### src/rtl/insn_prefetch_buffer.sv
// rtl/insn_prefetch_buffer.sv - sequential instruction prefetch FIFO with redirect flush
// Head address is implicit (exp_addr); pushed words are always consecutive.
module insn_prefetch_buffer #(
    parameter int DEPTH = 4
) (
    input  logic                     clk,
    input  logic                     rst,
    input  logic [31:0]              pc_in,
    input  logic                     insn_take,
    output logic [31:0]              insn_out,
    output logic                     insn_valid,
    output logic                     mem_req,
    output logic [31:0]              mem_addr,
    input  logic                     mem_ack,
    input  logic [31:0]              mem_rdata,
    output logic [$clog2(DEPTH):0]   fifo_count
);

    localparam int AW = $clog2(DEPTH);
    localparam int CW = AW + 1;

    typedef enum logic [1:0] {IDLE, FILL, FULL, DISCARD} state_t;

    state_t         state, state_next;
    logic [31:0]    data_q [DEPTH];
    logic [AW-1:0]  rd_ptr, wr_ptr, rd_ptr_next, wr_ptr_next;
    logic [CW-1:0]  count_next;
    logic [31:0]    exp_addr, fetch_addr, exp_addr_next, fetch_addr_next, mem_addr_next;
    logic           req_next;
    logic           redirect, push, pop;

    assign redirect   = (pc_in != exp_addr);
    assign insn_valid = (fifo_count != '0) && !redirect;
    assign insn_out   = (fifo_count != '0) ? data_q[rd_ptr] : 32'h0;
    assign push       = (state == FILL) && mem_ack && !redirect;
    assign pop        = insn_take && insn_valid;

    always_comb begin
        state_next      = state;
        req_next        = mem_req;
        mem_addr_next   = mem_addr;
        rd_ptr_next     = rd_ptr;
        wr_ptr_next     = wr_ptr;
        count_next      = fifo_count;
        exp_addr_next   = exp_addr;
        fetch_addr_next = fetch_addr;

        if (redirect) begin
            rd_ptr_next     = '0;
            wr_ptr_next     = '0;
            count_next      = '0;
            exp_addr_next   = pc_in;
            fetch_addr_next = pc_in;
        end else begin
            if (push) begin
                wr_ptr_next     = wr_ptr + 1'b1;
                fetch_addr_next = fetch_addr + 32'd1;
            end
            if (pop) begin
                rd_ptr_next   = rd_ptr + 1'b1;
                exp_addr_next = exp_addr + 32'd1;
            end
            count_next = fifo_count + CW'(push) - CW'(pop);
        end

        // Every transition into FILL launches a request at the updated fetch address.
        case (state)
            IDLE: begin
                state_next    = FILL;
                req_next      = 1'b1;
                mem_addr_next = fetch_addr_next;
            end
            FILL: begin
                if (redirect && !mem_ack) begin
                    state_next = DISCARD;
                end else if (mem_ack) begin
                    if (count_next == CW'(DEPTH)) begin
                        state_next = FULL;
                        req_next   = 1'b0;
                    end else begin
                        req_next      = 1'b1;
                        mem_addr_next = fetch_addr_next;
                    end
                end
            end
            FULL: begin
                if (redirect || pop) begin
                    state_next    = FILL;
                    req_next      = 1'b1;
                    mem_addr_next = fetch_addr_next;
                end
            end
            DISCARD: begin
                if (mem_ack) begin
                    state_next    = FILL;
                    req_next      = 1'b1;
                    mem_addr_next = fetch_addr_next;
                end
            end
            default: begin
                state_next = IDLE;
                req_next   = 1'b0;
            end
        endcase
    end

    always_ff @(posedge clk or negedge rst) begin
        if (!rst) begin
            state      <= IDLE;
            mem_req    <= 1'b0;
            mem_addr   <= '0;
            rd_ptr     <= '0;
            wr_ptr     <= '0;
            fifo_count <= '0;
            exp_addr   <= '0;
            fetch_addr <= '0;
        end else begin
            state      <= state_next;
            mem_req    <= req_next;
            mem_addr   <= mem_addr_next;
            rd_ptr     <= rd_ptr_next;
            wr_ptr     <= wr_ptr_next;
            fifo_count <= count_next;
            exp_addr   <= exp_addr_next;
            fetch_addr <= fetch_addr_next;
        end
    end

    always_ff @(posedge clk) begin
        if (push) begin
            data_q[wr_ptr] <= mem_rdata;
        end
    end

endmodule

### config.mk
export PLATFORM = sky130hd
export DESIGN_NAME = insn_prefetch_buffer
export DESIGN_NICKNAME = d
export VERILOG_FILES = /design/src/rtl/insn_prefetch_buffer.sv
export SDC_FILE = /design/constraint.sdc
export NUM_CORES = 1
export LEC_CHECK = 0
export BUFFER_PORTS_ARGS = -buffer_cell sky130_fd_sc_hd__buf_2
export CAP_MARGIN = 5
export CORE_MARGIN = 2
export CORE_UTILIZATION = 41
export CTS_CLUSTER_DIAMETER = 200
export DETAILED_ROUTE_END_ITERATION = 10
export HOLD_SLACK_MARGIN = 0.02
export PLACE_DENSITY = 0.69
export SLEW_MARGIN = 25
export SYNTH_ARGS = -nofsm -noshare
export SYNTH_HDL_FRONTEND = slang
export SYNTH_SLANG_ARGS = --single-unit
### constraint.sdc
create_clock -name clk -period 4.5 [get_ports clk]
set_input_delay 0.45 -clock clk [delete_from_list [all_inputs] [get_ports clk]]
set_output_delay 0.45 -clock clk [all_outputs]
set_load 0.02 [all_outputs]
==> impl_metrics.ini, run 1 <==
[clocking]
cts_buffers = 26
cts_tree = yes
cts_resized = 0
ctsHoldBuffers = 0
post-cts-setup-buffers = 0
htree_num_levels = 1
clk_latency_ns = 0.52
root_buffer = clkbuf_16
cts.path.max_buffers = 3
cts.sinks = 234
clk_pin_slew_worst_paths_ns = 0.06

[finish]
final_cell_area_sq_um = 12520
finalNetCount = 964
n_fill_cell = 2181
areaGrowthSynthToFinish_pct = 18.57
drive_gt1_share_pct = 32.89

[power_and_ir_drop]
p_int_mw = 3.777
clockPowerShare_pct = 44.9
leakage_nw = 4.737
switching_share_pct = 21.98
p_per_area_nw_per_um2 = 386.5
combPwrFrac_pct = 6.1
seq_power_share_pct = 49.0
irDropWorstVdd_mv = 0.3699
p_sw_mw = 1.064

[critical_path]
crit_chain = xnor2_1 -> nand4_1 -> nor4_1 -> buf_4 -> and2_4 -> nand2_1 -> ha_1 -> inv_1 -> ha_1 -> inv_1 -> fa_1 -> xor2_1 -> xnor2_1 -> nor4b_1 -> and3_1 -> o22ai_2 -> buf_4 -> mux2_2
reg2reg_from = exp_addr[6]
slowest_delay_ns = 0.43
r2r-end = mem_addr[10]
cp_slowest_cell = dfrtp_1
critPathMaxFanout = 13
reg2regPathDepth = 18
cp-end-kind = register
crit_required_ns = 4.90
crit_type = register to register
r2r_slack_ns = 0.50
crit_arrival_ns = 4.40
critPathLaunchType = register

[floorplan]
fp-row-count = 58
io-pin-count = 137
die_area_sq_um = 27060
die_h_microns = 164.5
die_w_microns = 164.5
core-area_sq_um = 25250
initial_utilization_pct = 41.83

[logic_synthesis]
synth_seq_area_share_pct = 61.50
synth_common_cells = edfxtp_1, dfrtp_1, xnor2_1
synth_cells = 743
ys_warn_count = 0
synth_edf_count = 128
async_reset_ff_share_pct = 45.30
synth_top_cell_by_area = edfxtp_1
synth_top_area_share_pct = 36.39
ys_ff_latch = 234
synth.most_common_cell = edfxtp_1
synth_flop_cell = edfxtp_1
netlist_area_sq_um = 10560
syn-num-nets = 820
synth.avg_cell_area_sq_um = 14.22
synth_cell_types = 41
synthTopCellsByArea = edfxtp_1, dfrtp_1, mux2_2, mux4_2, xnor2_1

[detailed_routing]
drt-pass1-iter-count = 4
drt_wl_total_microns = 21670
via_count = 6389
routedWlPerCell_microns = 17.52
vias_per_cell = 5.165
drtIter0Drc = 500
drc = 0
route.antenna.remaining_nets = 0

[timing]
slew_headroom_pct = 46.80
fin_crit_ns = 3.999
max_freq_ghz = 0.2501
slew_violations = 0
holdWs_ns = 0.1427
finalHoldViolCount = 0
fin_ws_ns = 0.5008
finalSetupViolations = 0
fin_crit_sh_pct = 88.87
fin_skew_ns = 0.01060
rsz0062_at_grt = no
finalSetupTns_ns = 0
worstMarginPinSlew_ns = 0.7979

[place]
io_buffers = 136
dp_hpwl_microns = 14320
postPlaceCellArea_sq_um = 11620
gp_congestion = 0.8378
place_ws_ns = 0.3351

[global_routing]
antenna_found_initial = 3
overflow = 0
first_global_vias = 6316
grt_usage_pct = 16.29
grt_pass1_wl_microns = 34440
grt_start_max_net_pins = 74

[run]
maxCapViolations = 0

[hold_path]
min_to = data_q[0][9]
worstHoldStart = mem_rdata[9]
hold_class = input port to register
hold_depth = 1

[status]
status = finished, final reports clean
## routing by layer
metal	routed length (microns)	up-vias	track usage, %
met1	9642	3151	22.67
met4	429	4	4.150
li1	-	3028	-
met5	32	-	0
met3	1323	39	3.340
met2	10240	167	26.30
## metrics by stage
stage	util, %	total power [mW]	cells
floorplan	-	2.570	743
global placement	46.03	2.707	1188
detailed placement	46.03	2.713	1188
CTS	49.52	4.905	1235
global route	49.59	5.018	1237
finish	49.59	4.841	1237
## logic make-up (layout without fill, tap and decap cells)
family	after synthesis	count (layout)	share of synthesized area, %
multiplexers	98	98	13.85
buffers and inverters	51	214	2.156
XOR/XNOR	94	94	7.794
flip-flops	234	234	61.50
AND/OR/NAND/NOR	207	207	10.96
AO/OA/AOI/OAI	50	50	2.606
adder cells (fa/ha/maj)	9	9	1.137
other	0	1	0
## area by class of cell
type	count	area, sq um	share of cell area, %
inverters	14	52.55	0.4196
diodes	1	2.502	0.01998
multi-input cells	458	3846	30.71
clock buffers	30	686.9	5.485
well taps	330	412.9	3.297
repair buffers	153	829.5	6.623
flip-flops and latches	234	6500	51.90
clock inverters	17	193.9	1.548
## sequential cells by signal, indices dropped and copies added (netlist names)
name / cells
data_q: 128
exp_addr: 32
fetch_addr: 32
mem_addr: 32
fifo_count: 3
rd_ptr: 2
state: 2
wr_ptr: 2
mem_req: 1
## placed cells by master, fill, tap and decap left out, types with 27 or more instances in the layout
| master | n |
|---|---|
| nand4_1 | 30 |
| edfxtp_1 | 128 |
| xnor2_1 | 81 |
| mux2_2 | 65 |
| nor2_1 | 42 |
| buf_2 | 135 |
| clkbuf_16 | 27 |
| a21oi_1 | 37 |
| dfrtp_1 | 105 |
| mux4_2 | 32 |
| nor2b_1 | 37 |
## power groups by stage
stage / clock (mW) / sequential, mW / combinational, mW
4_1_cts: 2.23 / 2.37 / 0.301
3_3_place_gp: 0 / 2.41 / 0.295
5_1_grt: 2.31 / 2.38 / 0.326
6_report: 2.17 / 2.37 / 0.295
2_1_floorplan: 0 / 2.44 / 0.128
3_5_place_dp: 0 / 2.41 / 0.299
## worst max-delay path, delay by kind of cell, from the launching register on
family,cells,cell delay [ns]
xor+xnor,3,0.59
simple gates,6,0.90
flops,1,0.43
mux,1,0.36
buf+inv,4,0.61
compound gates,1,0.23
fa+ha+maj,3,0.75
## how the worst max path moves through the flow
stage,from,to,cells past startpoint,slack [ns]
2_1_floorplan,pc_in[7],mem_addr[10],21,0.17
3_3_place_gp,pc_in[6],mem_addr[13],19,0.37
3_5_place_dp,pc_in[6],mem_addr[10],19,0.34
4_1_cts,exp_addr[6],mem_addr[7],18,0.49
5_1_grt,exp_addr[6],mem_addr[12],18,0.19
6_report,exp_addr[6],mem_addr[10],18,0.50
No activity file was read; power rests on OpenSTA's default activity.
==> run 2: changes to the inputs <==
==> constraint.sdc (replaced) <==
create_clock -name clk -period 4.5 [get_ports clk]
set_input_delay 0 -clock clk [delete_from_list [all_inputs] [get_ports clk]]
set_output_delay 0 -clock clk [all_outputs]
set_load 0.02 [all_outputs]
==> run 2 against run 1 <==
Via count is 3.2% higher. Setup slack hardly changed. Clock skew rose by 0.0026 ns. Clock power fell by 4%. Combinational power increased by 15%. Critical endpoint is now mem_addr[29]. Global-route usage rose by 0.58 points. Sequential cell count did not move. Largest cell class unchanged. Sequential share of layout area down 2.4 points. Largest power group unchanged. Highest routed layer unchanged.
==> impl_metrics.ini, run 2 (synthesis results as in run 1) <==
[finish]
largest_reg_flops = 128
ff_latch_area_sq_um = 6497
areaGrowthSynthToFinish_pct = 24.27
antenna_cells = 0
layout_common_cells = buf_2, edfxtp_1, dfrtp_1
drive_gt1_share_pct = 30.86
final_common_cell = buf_2
final_cell_area_sq_um = 13130
top_register = data_q
multiInputGateArea_sq_um = 3846
finalNetCount = 1028
postLayoutCoreUtil_pct = 51.98
n_fill_cell = 2163

[place]
dp_hpwl_microns = 14750
postPlaceCellArea_sq_um = 11620
io_buffers = 136
place_ws_ns = 0.5338
gp_congestion = 0.8288

[run]
maxCapViolations = 0

[detailed_routing]
drt-pass1-iter-count = 4
routedWlPerCell_microns = 17.23
vias_per_cell = 5.078
via_count = 6596
drt_wl_total_microns = 22380
drtIter0Drc = 448
route.antenna.remaining_nets = 0
drc = 0

[power_and_ir_drop]
p_per_area_nw_per_um2 = 365.6
leakage_nw = 4.990
irDropWorstVdd_mv = 0.2891

[timing]
fin_crit_sh_pct = 88.87
finalSetupTns_ns = 0
max_freq_ghz = 0.2501
holdWs_ns = 0.05662
slew_headroom_pct = 54.45
finalSetupViolations = 0
fin_skew_ns = 0.01320
rsz0062_at_grt = no
fin_crit_ns = 3.999
finalHoldViolCount = 0
fin_ws_ns = 0.5009
slew_violations = 0
worstMarginPinSlew_ns = 0.6833

[global_routing]
grt_pass1_wl_microns = 35980
first_global_vias = 6749
overflow = 0
antenna_found_initial = 1
grt_usage_pct = 16.87
grt_start_max_net_pins = 76

[clocking]
cts_tree = yes
cts_buffers = 26
cts.path.max_buffers = 3
clk_latency_ns = 0.53
post-cts-setup-buffers = 0
clk_pin_slew_worst_paths_ns = 0.07
htree_num_levels = 1
root_buffer = clkbuf_16
cts.sinks = 234

[floorplan]
io-pin-count = 137
initial_utilization_pct = 41.83
fp-row-count = 58
die_area_sq_um = 27060
die_h_microns = 164.5
die_w_microns = 164.5
core-area_sq_um = 25250

[critical_path]
crit_arrival_ns = 4.40
cp-end-kind = register
critPathLaunchType = register
slowest_delay_ns = 0.44
crit_required_ns = 4.90
cp_slowest_cell = dfrtp_1
crit_chain = xnor2_1 -> nand4_1 -> nor4_1 -> buf_4 -> and2_4 -> nand2_1 -> ha_1 -> inv_1 -> ha_1 -> inv_1 -> fa_1 -> xor2_1 -> xnor2_1 -> nor4b_1 -> and3_1 -> o22ai_2 -> buf_4 -> mux2_2
crit_type = register to register
critPathMaxFanout = 17

[hold_path]
hold_class = input port to asynchronous set/reset pin

[status]
status = finished, final reports clean
## run 2: changes by cell type in the layout (fill, tap and decap cells not counted)
cell / before / now
dfrtp_4: 1 / 0
inv_8: 0 / 1
clkinv_2: 2 / 6
buf_4: 15 / 14
clkinv_8: 0 / 1
dfrtp_2: 0 / 1
dlygate4sd3_1: 1 / 66
clkbuf_16: 27 / 26
clkinv_4: 2 / 0
clkinv_1: 6 / 3
bufinv_16: 4 / 3
diode_2: 1 / 0
## run 2: final timing paths
check,from,to,slack (ns),cells past startpoint
max in group asynchronous,rst,fetch_addr[6],3.59,3
min,rst,fetch_addr[21],0.06,2
min reg2reg,mem_addr[1],mem_addr[1],0.50,1
max reg2reg,exp_addr[10],mem_addr[29],0.50,18
max,exp_addr[10],mem_addr[29],0.50,18
min in group clk,insn_take,exp_addr[0],0.10,5
## run 2: per-stage QoR
step | power [mW] | instances
after floorplan | 2.570 | 743
after global placement | 2.705 | 1187
after detailed placement | 2.711 | 1187
after CTS | 4.855 | 1299
after global routing | 4.977 | 1299
final | 4.799 | 1299
## run 2: layout make-up
| type | instances | area share (%) |
|---|---|---|
| Multi-Input combinational cell | 458 | 29.30 |
| Clock buffer | 29 | 5.042 |
| Inverter | 14 | 0.4003 |
| Sequential cell | 234 | 49.50 |
| Timing Repair Buffer | 217 | 11.22 |
| Clock inverter | 17 | 1.392 |
| Tap cell | 330 | 3.146 |
## run 2: critical path, delay by kind of cell, from the launching register on
kind	cells	cell delay [ns]
simple gates	6	0.89
fa+ha+maj	3	0.77
buf+inv	4	0.62
xor+xnor	3	0.56
flops	1	0.44
mux	1	0.38
compound gates	1	0.18
## run 2: layer usage
layer	vias up	global-route usage (%)	part of all wire [%]
met5	-	0	0.049
met4	2	4.743	2.2
met3	40	3.440	5.8
met2	159	28.59	49
met1	3249	22.12	43
li1	3146	-	-
## run 2: timing repair
action                                  in CTS  in global routing
endpoints found under the setup margin       0                  0
resized for setup                            0                  0
hold buffers                                66                  0
endpoints found under the hold margin      297                  0
## run 2: where the power goes
| part | internal [mW] | switching, mW | leakage, nW | total (mW) |
|---|---|---|---|---|
| Sequential | 2.32 | 0.0494 | 2.39 | 2.37 |
| Clock | 1.24 | 0.850 | 0.412 | 2.09 |
| Combinational | 0.167 | 0.173 | 2.19 | 0.340 |
==> run 3: changes to the inputs <==
--- a/config.mk
+++ b/config.mk
@@ -6,13 +6,13 @@
 export NUM_CORES = 1
 export LEC_CHECK = 0
 export BUFFER_PORTS_ARGS = -buffer_cell sky130_fd_sc_hd__buf_2
-export CAP_MARGIN = 5
+export CAP_MARGIN = 20
 export CORE_MARGIN = 2
 export CORE_UTILIZATION = 41
 export CTS_CLUSTER_DIAMETER = 200
 export DETAILED_ROUTE_END_ITERATION = 10
-export HOLD_SLACK_MARGIN = 0.02
-export PLACE_DENSITY = 0.69
+export HOLD_SLACK_MARGIN = 0.15
+export PLACE_DENSITY = 0.68
 export SLEW_MARGIN = 25
 export SYNTH_ARGS = -nofsm -noshare
 export SYNTH_HDL_FRONTEND = slang
==> run 3 against run 2 <==
Critical path type unchanged. Highest routed layer is now met4. Critical path depth unchanged. Sequential share of layout area decreased by 0.75 points. Fmax increased by 2.8%.
==> impl_metrics.ini, run 3 (synthesis results as in run 1) <==
[floorplan]
die_h_microns = 164.5
fp-row-count = 58
die_area_sq_um = 27060
initial_utilization_pct = 41.83
io-pin-count = 137
die_w_microns = 164.5
core-area_sq_um = 25250

[clocking]
cts_tree = yes
clk_latency_ns = 0.52
cts.path.max_buffers = 3
htree_num_levels = 1
cts.sinks = 234
clk_pin_slew_worst_paths_ns = 0.06
root_buffer = clkbuf_16
cts_buffers = 26

[detailed_routing]
drtIter0Drc = 496
drt_wl_total_microns = 22600
routed-wl-met2_microns = 11010
drt-pass1-iter-count = 4
vias_per_cell = 5.053
route.top_layer_used = met4
route.antenna.remaining_nets = 0
drc = 0
wl_met1_microns = 10260
met3_length_microns = 1079
via_count = 6624
routedWlPerCell_microns = 17.24

[critical_path]
critPathLaunchType = register
crit_required_ns = 4.90
crit_path_end = mem_addr[15]
crit_arrival_ns = 4.29
reg2reg_from = exp_addr[26]
cp-end-kind = register
crit_type = register to register
critPathMaxFanout = 17
crit_start = exp_addr[26]
r2r-end = mem_addr[15]
r2r_slack_ns = 0.61
reg2regPathDepth = 18

[timing]
rsz0062_at_grt = no
fin_crit_ns = 3.890
finalHoldViolCount = 0
fin_crit_sh_pct = 86.45
fin_skew_ns = 0.006901
finalSetupTns_ns = 0
finalSetupViolations = 0
max_freq_ghz = 0.2571
holdWs_ns = 0.2063
worstMarginPinSlew_ns = 0.7159
slew_violations = 0
slew_headroom_pct = 52.28

[finish]
final_common_cell = buf_2
antenna_cells = 0
top_register = data_q
largest_reg_flops = 128
areaGrowthSynthToFinish_pct = 26.18
n_fill_cell = 2104
finalNetCount = 1038
drive_gt1_share_pct = 31.29
layout_common_cells = buf_2, edfxtp_1, dfrtp_1

[power_and_ir_drop]
p_int_mw = 3.889
p_sw_mw = 1.075
seq_power_share_pct = 47.8
switching_share_pct = 21.65
leakage_nw = 5.082
combPwrFrac_pct = 7.1
clockPowerShare_pct = 45.1
p_per_area_nw_per_um2 = 372.5
irDropWorstVdd_mv = 0.2844

[global_routing]
first_global_vias = 6739
antenna_found_initial = 0
grt_start_max_net_pins = 76
overflow = 0
grt_pass1_wl_microns = 36290
grt_usage_pct = 16.88

[run]
maxCapViolations = 0

[hold_path]
hold_class = input port to register

[place]
dp_hpwl_microns = 14930
gp_congestion = 0.7984
io_buffers = 136

[status]
status = finished, final reports clean
run 3: final cells by class:
cell class | instances | area [sq um] | share of cell area, %
clock buffers | 31 | 690.7 | 5.182
clock inverters | 17 | 227.7 | 1.709
inverters | 14 | 52.55 | 0.3943
multi-input cells | 458 | 3854 | 28.91
flip-flops and latches | 234 | 6497 | 48.75
well taps | 330 | 412.9 | 3.098
repair buffers | 227 | 1593 | 11.95
run 3: layer usage:
metal | global-route usage (%) | vias up
met4 | 3.360 | 0
met1 | 23.13 | 3280
met5 | 0 | -
met3 | 2.863 | 21
met2 | 28.55 | 159
li1 | - | 3164
run 3: per-stage QoR:
step                instances  worst slack (ns)  util (%)  area (sq um)  total power [mW]
finish                   1311            0.6099     52.77         13330             4.964
global route             1311            0.3286     52.77         13330             5.149
CTS                      1309            0.2025     52.64         13290             5.032
detailed placement       1191            0.2176     46.23         11670             2.717
global placement         1190            0.1331     46.12         11650             2.707
floorplan                 743            0.1930         -         10560             2.570
run 3: worst min path at each step:
stage / from / end / slack, ns / depth (start not counted)
2_1_floorplan: rst / exp_addr[0] / -0.30 / 0
3_3_place_gp: rst / mem_addr[26] / 0.20 / 1
3_5_place_dp: rst / mem_addr[26] / 0.21 / 1
4_1_cts: insn_take / state[1] / 0.18 / 6
5_1_grt: mem_rdata[23] / data_q[2][23] / 0.24 / 2
6_report: insn_take / state[1] / 0.21 / 6
run 3: repair_timing:
action / in CTS / in global routing
setup buffers: 0 / 1
hold buffers: 70 / 1
resized for setup: 0 / 0
hold endpoints to repair: 302 / 63
endpoints found under the setup margin: 0 / 16
run 3: power groups by stage:
stage / clock (mW) / combinational (mW) / sequential (mW)
5_1_grt: 2.38 / 0.385 / 2.38
3_5_place_dp: 0 / 0.304 / 2.41
2_1_floorplan: 0 / 0.128 / 2.44
3_3_place_gp: 0 / 0.296 / 2.41
6_report: 2.24 / 0.352 / 2.37
4_1_cts: 2.31 / 0.354 / 2.37
run 3: critical path: stages, from the launching register on:
cell	delay, ns
dfrtp_1	0.41
xnor2_1	0.26
nand4_1	0.13
nor4_1	0.28
buf_4	0.17
and2_4	0.13
nand2_1	0.05
ha_1	0.26
inv_1	0.05
ha_1	0.13
inv_1	0.05
fa_1	0.37
xor2_1	0.16
xnor2_1	0.15
nor4b_1	0.34
and3_1	0.26
o22ai_4	0.11
buf_16	0.18
mux2_2	0.27
